$ cat src/rtl/bfloat16_mac_tree_seq.sv
// ---------------------------------------------------------------------------
// bfloat16_mac_tree_seq
//
// Streaming sequencer for a 16-lane combinational bfloat16 adder tree.
// Operands arrive one per beat over a valid/ready input and are written into
// a registered 256-bit lane bus that feeds the external tree. After the final
// operand of a block (in_last, or the 16th beat) the lane bus is frozen, the
// sequencer waits SETTLE_CYCLES edges for the tree to settle, captures the
// tree sum and presents it on a valid/ready output. Lanes that receive no
// operand in a short block hold +0.0, so the sum covers only delivered data.
//
// Parameters
//   SETTLE_CYCLES  edges from the last-beat edge to the capture edge (1..15)
//
// Ports
//   clk        clock, all state changes on the rising edge
//   rst        asynchronous active-high reset
//   in_valid   operand beat valid
//   in_ready   sequencer accepts a beat (FILL only, low while rst is high)
//   in_data    bfloat16 operand
//   in_last    final operand of the block, qualified by the handshake
//   tree_in    registered lane bus, lane i at [16i+15:16i]
//   tree_out   combinational tree sum of tree_in
//   out_valid  result valid (DONE)
//   out_ready  consumer accepts the result
//   out_data   captured bfloat16 sum
//   out_count  number of operands delivered in the block (1..16)
//   busy       high while settling or holding a result
// ---------------------------------------------------------------------------
module bfloat16_mac_tree_seq #(
  parameter int unsigned SETTLE_CYCLES = 2
) (
  input  logic         clk,
  input  logic         rst,
  input  logic         in_valid,
  output logic         in_ready,
  input  logic [15:0]  in_data,
  input  logic         in_last,
  output logic [255:0] tree_in,
  input  logic [15:0]  tree_out,
  output logic         out_valid,
  input  logic         out_ready,
  output logic [15:0]  out_data,
  output logic [4:0]   out_count,
  output logic         busy
);

  typedef enum logic [1:0] {
    FILL   = 2'd0,
    SETTLE = 2'd1,
    DONE   = 2'd2
  } state_t;

  localparam logic [3:0] SETTLE_LOAD = 4'(SETTLE_CYCLES);

  state_t        state;
  state_t        state_next;

  logic [3:0]    idx;
  logic [3:0]    idx_next;
  logic [3:0]    cnt;
  logic [3:0]    cnt_next;
  logic [255:0]  tree_in_next;
  logic [15:0]   out_data_next;
  logic [4:0]    out_count_next;

  logic          in_fire;
  logic          out_fire;
  logic          last_beat;

  // -------------------------------------------------------------------------
  // Handshake qualifiers
  // -------------------------------------------------------------------------
  assign in_fire   = in_valid & in_ready;
  assign out_fire  = out_valid & out_ready;
  // The 16th beat closes the block even without in_last, so a 17th operand
  // can never land in the same block.
  assign last_beat = in_last | (idx == 4'd15);

  // -------------------------------------------------------------------------
  // State register
  // -------------------------------------------------------------------------
  // NOTE: sequential state uses non-blocking assignments so every register
  // samples the pre-edge values of the others, independent of block order.
  always_ff @(posedge clk or posedge rst) begin
    if (rst) begin
      state <= FILL;
    end else begin
      state <= state_next;
    end
  end

  // -------------------------------------------------------------------------
  // Next-state logic
  // -------------------------------------------------------------------------
  // NOTE: every combinational output gets a default before the case so no
  // path leaves it unassigned, which would otherwise infer a latch.
  always_comb begin
    state_next = state;
    unique case (state)
      FILL: begin
        if (in_fire && last_beat) begin
          state_next = SETTLE;
        end
      end
      SETTLE: begin
        if (cnt == 4'd1) begin
          state_next = DONE;
        end
      end
      DONE: begin
        if (out_fire) begin
          state_next = FILL;
        end
      end
      default: begin
        state_next = FILL;
      end
    endcase
  end

  // -------------------------------------------------------------------------
  // Output decode
  // -------------------------------------------------------------------------
  always_comb begin
    // rst gates in_ready directly so no beat is offered as accepted while
    // the sequencer is being held in reset.
    in_ready  = (state == FILL) && !rst;
    out_valid = (state == DONE);
    busy      = (state == SETTLE) || (state == DONE);
  end

  // -------------------------------------------------------------------------
  // Datapath next-value logic
  // -------------------------------------------------------------------------
  always_comb begin
    idx_next       = idx;
    cnt_next       = cnt;
    tree_in_next   = tree_in;
    out_data_next  = out_data;
    out_count_next = out_count;

    unique case (state)
      FILL: begin
        if (in_fire) begin
          // First beat of a block wipes every lane to +0.0 (additive
          // identity) so a short block never sums stale operands.
          if (idx == 4'd0) begin
            tree_in_next = '0;
          end
          tree_in_next[int'(idx) * 16 +: 16] = in_data;

          if (last_beat) begin
            out_count_next = {1'b0, idx} + 5'd1;
            cnt_next       = SETTLE_LOAD;
          end else begin
            idx_next = idx + 4'd1;
          end
        end
      end

      SETTLE: begin
        cnt_next = cnt - 4'd1;
        // tree_in has been frozen since the last-beat edge, so tree_out is
        // settled by the time cnt reaches 1.
        if (cnt == 4'd1) begin
          out_data_next = tree_out;
        end
      end

      DONE: begin
        if (out_fire) begin
          idx_next = 4'd0;
        end
      end

      default: begin
        idx_next = 4'd0;
      end
    endcase
  end

  // -------------------------------------------------------------------------
  // Datapath registers
  // -------------------------------------------------------------------------
  // NOTE: the 256-bit lane bank is reset like any other register because
  // the tree must see a defined +0.0 on every lane straight out of reset.
  always_ff @(posedge clk or posedge rst) begin
    if (rst) begin
      idx       <= 4'd0;
      cnt       <= 4'd0;
      tree_in   <= '0;
      out_data  <= 16'h0000;
      out_count <= 5'd0;
    end else begin
      idx       <= idx_next;
      cnt       <= cnt_next;
      tree_in   <= tree_in_next;
      out_data  <= out_data_next;
      out_count <= out_count_next;
    end
  end

endmodule

$ cat config.mk
export PLATFORM = sky130hd
export DESIGN_NAME = bfloat16_mac_tree_seq
export DESIGN_NICKNAME = d
export VERILOG_FILES = /design/src/rtl/bfloat16_mac_tree_seq.sv
export SDC_FILE = /design/constraint.sdc
export NUM_CORES = 1
export LEC_CHECK = 0
export ABC_AREA = 1
export BUFFER_PORTS_ARGS = -buffer_cell sky130_fd_sc_hd__clkbuf_2
export CAP_MARGIN = 20
export CORE_UTILIZATION = 46
export CTS_CLUSTER_SIZE = 12
export DETAILED_ROUTE_END_ITERATION = 10
export HOLD_SLACK_MARGIN = 0.06
export PLACE_DENSITY = 0.74
export SKIP_LAST_GASP = 1
export SYNTH_ARGS = -nofsm -noshare
export SYNTH_HDL_FRONTEND = slang
export SYNTH_SLANG_ARGS = --single-unit
export TNS_END_PERCENT = 100
$ cat constraint.sdc
create_clock -name clk -period 20.3 [get_ports clk]
set_input_delay 1.015 -clock clk [delete_from_list [all_inputs] [get_ports clk]]
set_output_delay 1.015 -clock clk [all_outputs]
set_load 0.03 [all_outputs]
==> out/qor_table.md, run 1 <==
| Result | This run | Unit |
|---|---|---|
| Count of pins over their slew limit | 0 | - |
| Starting density of the core | 47.0 | % |
| GP Congestion | 0.880 | - |
| Startpoint class of the critical path | flop | - |
| Register area | 0.00718 | sq mm |
| Largest net degree at the start of global routing | 115 | - |
| Cells after Synth | 1329 | - |
| Clock-pin slew on the worst setup and hold paths | 60 | ps |
| Share of total power in combinational logic | 29.6 | % |
| Unrepaired setup endpoints after global routing | no | - |
| Area Growth Syn to Fin | 19.6 | % |
| Placeable core area | 0.0270 | sq mm |
| Cell Pwr Density | 112 | mW/mm^2 |
| Num ports | 317 | - |
| Leakage | 7.81 | nW |
| Chip width | 168 | um |
| Worst setup skew after layout | 11.0 | ps |
| Final Cycle Share | 22.4 | % |
| Worst path required time | 20740 | ps |
| Cts hold-fix bufs | 0 | - |
| ANT cells | 0 | - |
| Largest fanout of any net on the critical path | 89 | - |
| Worst Setup Path Type | flop to flop | - |
| Via density per instance | 5.62 | - |
| Hold Worst Slack | 480 | ps |
| Bufs on Longest Clock Path | 3 | - |
| Total setup violations reported at the end of the flow | 0 | - |
| Clock Sink Count | 287 | - |
| Post-CTS setup-driven buffer insertion count | 0 | - |
| IR Drop Worst-Case VDD | 0.000107 | V |
| IO buf count | 316 | - |
| HPWL after detailed placement | 27300 | um |
| Worst slew pin tran | 1040 | ps |
| # resized after CTS | 0 | - |
| Switching part of the total power | 39.0 | % |
| Pre-antenna DRT Iters | 5 | - |
| Wire length of the first global-routing pass | 59000 | um |
| Kind of cell adding the most delay to the critical path | buffers and inverters | - |
| Sequential area share after synthesis | 56.6 | % |
| Number of buffers inserted during clock tree synthesis | 31 | - |
| Die footprint | 0.0283 | sq mm |
| Std cell rows | 60 | - |
| Number of different library cells in the post-synthesis netlist | 37 | - |
| Synthesized area per cell | 9.55 | sq um |
| Max Clock Freq | 220 | MHz |
| Crit path capture type | flop | - |
| Final-report hold violation count | 0 | - |
| Summed negative setup slack over all endpoints | 0 | ps |
| Post-synthesis instance area | 0.0127 | sq mm |
| Total number of nets in the final design | 1634 | - |
| Area taken by multi-input logic gates | 0.00466 | sq mm |
| Combined buffer and inverter count along the critical path | 4 | - |
| Number of antenna violations at the first check in global routing | 0 | - |
| H-tree depth reported by CTS | 1 | - |
| Number of design-rule violations left by the first detailed-router iteration | 1132 | - |
| Design internal power | 1.03 | mW |
| Headroom to the max-slew limit | 30.5 | % |
| Flip-flop and latch count after synthesis | 287 | - |
| Cell breakdown of the critical path | inv_2 -> ha_1 -> nand2_4 -> nor2_2 -> nand2_4 -> buf_4 -> buf_4 -> buf_16 -> nand2_1 -> nor2_1 -> a21oi_1 | - |
| Total nets after synthesis | 1376 | - |
| Aggregate global routing overflow | 0 | - |
| Die height | 168 | um |
| Clk root buf | clkbuf_16 | - |
| Final Routed Wirelength | 38700 | um |
| Clock tree from TritonCTS | yes | - |
| Power share of the clock group | 32.0 | % |
| Clock insertion delay at the later pin of the skew report | 560 | ps |
| Layout cells sized above 1 | 28.1 | % |
| Number of warning messages in the yosys log | 0 | - |
| Result of the run | finished clean | - |
| Number of max-cap violations | 0 | - |
| GRT Total Usage | 27.0 | % |
| Via count of the first global-routing pass | 10300 | - |
| # DRC | 0 | - |
| CP max stage delay | 1030 | ps |
| Net switching component of the power | 0.661 | mW |
| Time the final worst path needs with I/O delays and setup | 4540 | ps |
| Type of the worst min-delay path | flop to flop | - |
| Via count | 11000 | - |
| Cell type of the slowest stage on the worst timing path | dfrtp_1 | - |
| Crit path DAT | 4980 | ps |
| Post-DRT Antenna Nets | 0 | - |
| Final routed wire length divided by cell count | 19.9 | um |
| Portion of total power attributed to sequential cells | 38.4 | % |
| Layout fillers | 2388 | - |
power by group through the flow:
stage	Sequential [mW]	Combinational, mW	Clock, mW
after global placement	0.658	0.488	0
final	0.650	0.503	0.542
after global routing	0.656	0.539	0.574
after floorplan	0.715	0.328	0
after CTS	0.650	0.500	0.547
after detailed placement	0.659	0.499	0
layout by cell type, fill, tap and decap left out, types with 4 or more instances in the layout:
cell type | synthesis | final
ha_1 | 10 | 10
clkbuf_8 | 0 | 6
o21ai_1 | 106 | 106
nand3_1 | 345 | 345
clkbuf_16 | 0 | 31
nor2_1 | 56 | 56
buf_4 | 5 | 6
inv_2 | 7 | 7
nand2_1 | 197 | 196
nor2_2 | 4 | 4
nand3_4 | 5 | 5
nand3_2 | 11 | 11
dfrtp_1 | 287 | 287
inv_1 | 61 | 60
o21ai_0 | 65 | 65
nand2_4 | 3 | 4
mux2_2 | 16 | 16
nand4_4 | 5 | 5
clkbuf_2 | 0 | 316
nor2_4 | 11 | 11
clkbuf_1 | 21 | 9
nor4_1 | 10 | 10
nand2_2 | 9 | 9
sequential cells by signal (all words and copies together) (netlist names):
register	cells
out_data	16
out_count	5
idx	4
state	2
cnt	4
tree_in	256
metal layers:
metal | wire length (um) | share of wire (%) | GRT usage, % | vias up
met5 | 0 | 0 | 0 | -
met4 | 2270 | 5.9 | 14.9 | 0
met3 | 2960 | 7.7 | 4.63 | 117
met2 | 17200 | 44 | 40.4 | 511
met1 | 16300 | 42 | 37.4 | 5326
li1 | - | - | - | 5002
Yosys cell counts:
cell	count	area, sq um
a21oi_1	3	15.0
a31oi_1	1	6.26
buf_1	2	7.51
buf_12	1	20.0
buf_2	55	275
buf_4	5	37.5
buf_6	15	169
clkbuf_1	21	78.8
clkinv_4	1	8.76
dfrtp_1	287	7180
ha_1	10	125
inv_1	61	229
inv_2	7	26.3
inv_4	1	6.26
mux2_2	16	180
nand2_1	197	739
nand2_2	9	56.3
nand2_4	3	33.8
nand2_8	1	20.0
nand3_1	345	1730
nand3_2	11	110
nand3_4	5	87.6
nand4_1	2	12.5
nand4_4	5	106
nor2_1	56	210
nor2_2	4	25.0
nor2_4	11	124
nor2_8	3	60.1
nor3_1	3	15.0
nor3_4	2	32.5
nor4_1	10	62.6
nor4_4	1	21.3
o21ai_0	65	325
o21ai_1	106	531
or2_1	1	6.26
or2_2	1	6.26
xor2_1	2	17.5
path summary, 6_finish.rpt:
path	endpoint	slack [ps]	cells past startpoint	from
worst max-delay path	tree_in[223]	15760	11	idx[0]
worst min-delay path	tree_in[3]	480	2	tree_in[3]
worst max register to register	tree_in[223]	15760	11	idx[0]
worst min register to register	tree_in[3]	480	2	tree_in[3]
max in group asynchronous	tree_in[190]	18290	3	rst
min in group asynchronous	state[0]	620	2	rst
tightest hold or removal path: stages, from the launching register on:
cell     delay [ps]
dfrtp_1         340
nand2_1          50
nand2_1          50
layout make-up:
class                      instances  area share, %
clock buffer                      46           5.87
tap                              341           2.81
inverter                          70           1.83
clock inverter                     8          0.503
multi-input combinational        873           30.7
sequential                       287           47.3
timing repair buffer             324           11.0
through the flow:
stage / utilization, % / instances / worst slack (ps) / instance area [sq um] / power, mW
after floorplan: - / 1329 / 10750 / 12700 / 1.04
after global placement: 52.5 / 1893 / 15590 / 14200 / 1.15
after detailed placement: 52.6 / 1895 / 15830 / 14200 / 1.16
after CTS: 56.2 / 1949 / 15840 / 15200 / 1.70
after global routing: 56.2 / 1949 / 15440 / 15200 / 1.77
final: 56.2 / 1949 / 15760 / 15200 / 1.70
cells by family after synthesis:
family / share of synthesized area [%]
buffers and inverters: 6.76
xor gates and xnor gates: 0.138
muxes: 1.42
DFF: 56.6
and+or+nand+nor: 27.2
AOI/OAI and AO/OA: 6.91
adders and majority gates: 0.986
Note: power is estimated with default switching activity, not from simulation.
==> run 2, diff against run 1 <==
clock period = 4.3 ns   (was 20.3 ns; I/O delays follow)
==> run 2 against run 1 <==
First-iteration DRC count up 2.8%. Die area did not move. Utilization increased by 1.4 points. Count of clock-buffer cells in the layout is 3 lower. Total power grew to 4.7 times the previous value. Final cell count rose by 1.6%. Global-route usage is 0.40 points higher. Sequential share of layout area decreased by 1.1 points. Largest power group unchanged. Critical endpoint unchanged. Clock power rose to 4.7 times the previous value. Register-to-register slack got worse by 15000 ps.
==> out/qor_table.md, run 2 (same netlist as run 1, synthesis figures left out) <==
| Result | This run | Unit | vs previous |
|---|---|---|---|
| Result of the run | finished clean | - |  |
| Pre-antenna DRT Iters | 6 | - | +1 |
| Kind of cell adding the most delay to the critical path | buffers and inverters | - |  |
| Met3 wire len | 2750 | um | -7.2% |
| Uppermost layer routed | met4 | - |  |
| Via count of the first global-routing pass | 10700 | - | +4.3% |
| Clock Sink Count | 287 | - | unchanged |
| Clock-pin slew on the worst setup and hold paths | 60 | ps | about the same |
| Number of max-cap violations | 0 | - | unchanged |
| Die footprint | 0.0283 | sq mm | unchanged |
| Placeable core area | 0.0270 | sq mm | unchanged |
| IR Drop Worst-Case VDD | 0.000375 | V | +250% |
| Final routed wire length divided by cell count | 19.5 | um | -1.9% |
| ANT cells | 0 | - | unchanged |
| Crit path DAT | 3580 | ps | -1400 ps |
| Number of flip-flops in the largest register | 256 | - | unchanged |
| Number of antenna violations at the first check in global routing | 0 | - | unchanged |
| Clock insertion delay at the later pin of the skew report | 550 | ps | about the same |
| Std cell rows | 60 | - | unchanged |
| Detailed route wirelength on metal2 | 17600 | um | +2.4% |
| Die height | 168 | um | unchanged |
| Startpoint class of the critical path | input port | - |  |
| Final-report hold violation count | 0 | - | unchanged |
| Met1 Routed Length | 17000 | um | +4.2% |
| Cell breakdown of the critical path | dlygate4sd3_1 -> clkbuf_2 -> clkinvlp_4 -> nand3_4 -> inv_2 -> nand2_8 -> buf_12 -> nand2_1 -> nor2_1 -> a21oi_1 | - |  |
| Commonest cells after routing, fill and taps aside | nand3_1 (344), clkbuf_2 (316), dfrtp_1 (287) | - |  |
| Area Growth Syn to Fin | 22.6 | % |  |
| # DRC | 0 | - | unchanged |
| GP Congestion | 0.887 | - | +0.76% |
| CP max stage delay | 610 | ps | -420 ps |
| Worst path required time | 4730 | ps | -16010 ps |
| Total setup violations reported at the end of the flow | 0 | - | unchanged |
| Headroom to the max-slew limit | 30.0 | % | -0.47 points |
| Via count | 11000 | - | +0.73% |
| Combined buffer and inverter count along the critical path | 5 | - | +1 |
| Total number of nets in the final design | 1668 | - | +2.1% |
| Via density per instance | 5.57 | - | -0.90% |
| Leading cell type in the layout, fill and taps excluded | nand3_1 | - |  |
| Clk root buf | clkbuf_16 | - |  |
| Max Clock Freq | 317 | MHz |  |
| Chip width | 168 | um | unchanged |
| Clock tree from TritonCTS | yes | - |  |
| Time the final worst path needs with I/O delays and setup | 3150 | ps |  |
| Largest net degree at the start of global routing | 132 | - | +15% |
| Worst Setup Path Type | input port to flop | - |  |
| HPWL after detailed placement | 26700 | um | -2.3% |
| Starting density of the core | 47.0 | % | unchanged |
| Cell type of the slowest stage on the worst timing path | nand2_8 | - |  |
| Final Routed Wirelength | 38600 | um | -0.27% |
| Largest fanout of any net on the critical path | 131 | - | +47% |
| # resized after CTS | 0 | - | unchanged |
| Type of the worst min-delay path | input port to flop | - |  |
| Num ports | 317 | - | unchanged |
| Aggregate global routing overflow | 0 | - | unchanged |
| Final cell utilization of the core | 57.6 | % | +1.4 points |
| Leakage | 8.02 | nW | +2.6% |
| Number of buffers inserted during clock tree synthesis | 31 | - | unchanged |
| Post-DRT Antenna Nets | 0 | - | unchanged |
| Worst slew pin tran | 1050 | ps | +7.04 ps |
| Register name with the most flops | tree_in | - |  |
| Final Cycle Share | 73.3 | % |  |
| Bufs on Longest Clock Path | 3 | - | unchanged |
| Total power consumption of the routed design | 8.02 | mW | +370% |
| GRT Total Usage | 27.4 | % | +0.40 points |
| Layout cells sized above 1 | 27.9 | % | -0.18 points |
| Number of design-rule violations left by the first detailed-router iteration | 1164 | - | +2.8% |
| Largest registers | tree_in x256, out_data x16, out_count x5 | - |  |
| Crit path capture type | flop | - |  |
| IO buf count | 316 | - | unchanged |
| Wire length of the first global-routing pass | 60900 | um | +3.2% |
| H-tree depth reported by CTS | 1 | - | unchanged |
| Cell Pwr Density | 515 | mW/mm^2 | +360% |
| Worst setup skew after layout | 11.2 | ps | +0.198 ps |
| Count of pins over their slew limit | 0 | - | unchanged |
| Unrepaired setup endpoints after global routing | no | - |  |
## run 2: cell types whose count changed in the layout (fill, tap and decap cells not counted), sizes merged
cell	previous run	this run
dlygate4sd3	0	33
buf	8	9
inv	70	68
clkbuf	362	359
clkinvlp	3	2
clkinv	4	8
## run 2: tightest hold or removal path, stage by stage
cell and delay (ps):
clkbuf_2 110, nand3_4 210, o21ai_0 130
## run 2: per-stage QoR
stage | setup WS [ps] | hold slack, ps | setup TNS (ps) | instance area [sq um] | cells
finish | 1150 | 165 | 0 | 15600 | 1981
detailed placement | 1130 | 368 | 0 | 14200 | 1895
CTS | 1140 | 161 | 0 | 15500 | 1980
global route | 811 | 175 | 0 | 15600 | 1981
floorplan | -1710 | 353 | -453040 | 12900 | 1329
global placement | 1150 | 364 | 0 | 14200 | 1895
## run 2: timing repair
| action | in CTS | in global routing |
|---|---|---|
| endpoints found under the hold margin | 61 | 0 |
| hold buffers | 33 | 0 |
| setup buffers | 0 | 0 |
## run 2: worst paths after layout
check | start | to | slack (ps) | depth (start not counted)
min | in_valid | out_count[4] | 160 | 3
min reg2reg | tree_in[14] | tree_in[14] | 470 | 2
max reg2reg | idx[0] | tree_in[231] | 1160 | 8
max | rst | tree_in[223] | 1150 | 10
max in group asynchronous | rst | tree_in[163] | 1980 | 5
min in group asynchronous | rst | cnt[0] | 350 | 3
## run 2: final cells by class
type | instances | area (sq um)
well taps | 341 | 427
flip-flops and latches | 287 | 7180
repair buffers | 358 | 2010
multi-input cells | 873 | 4700
inverters | 70 | 277
clock inverters | 9 | 72.6
fillers | 2390 | 11500
clock buffers | 43 | 891
## run 2: power by group
| part | total (mW) | leakage [nW] | switching, mW | internal (mW) |
|---|---|---|---|---|
| combinational | 2.43 | 3.58 | 1.91 | 0.521 |
| sequential | 3.05 | 3.95 | 0.151 | 2.90 |
| clock | 2.54 | 0.480 | 1.05 | 1.49 |
| total | 8.02 | 8.02 | 3.11 | 4.91 |
## run 2: layer usage
layer  vias to the layer above  global-route usage [%]
met5                         -                       0
met4                         0                    8.89
met3                        87                    4.82
met2                       506                    42.3
met1                      5364                    39.2
li1                       5079                       -
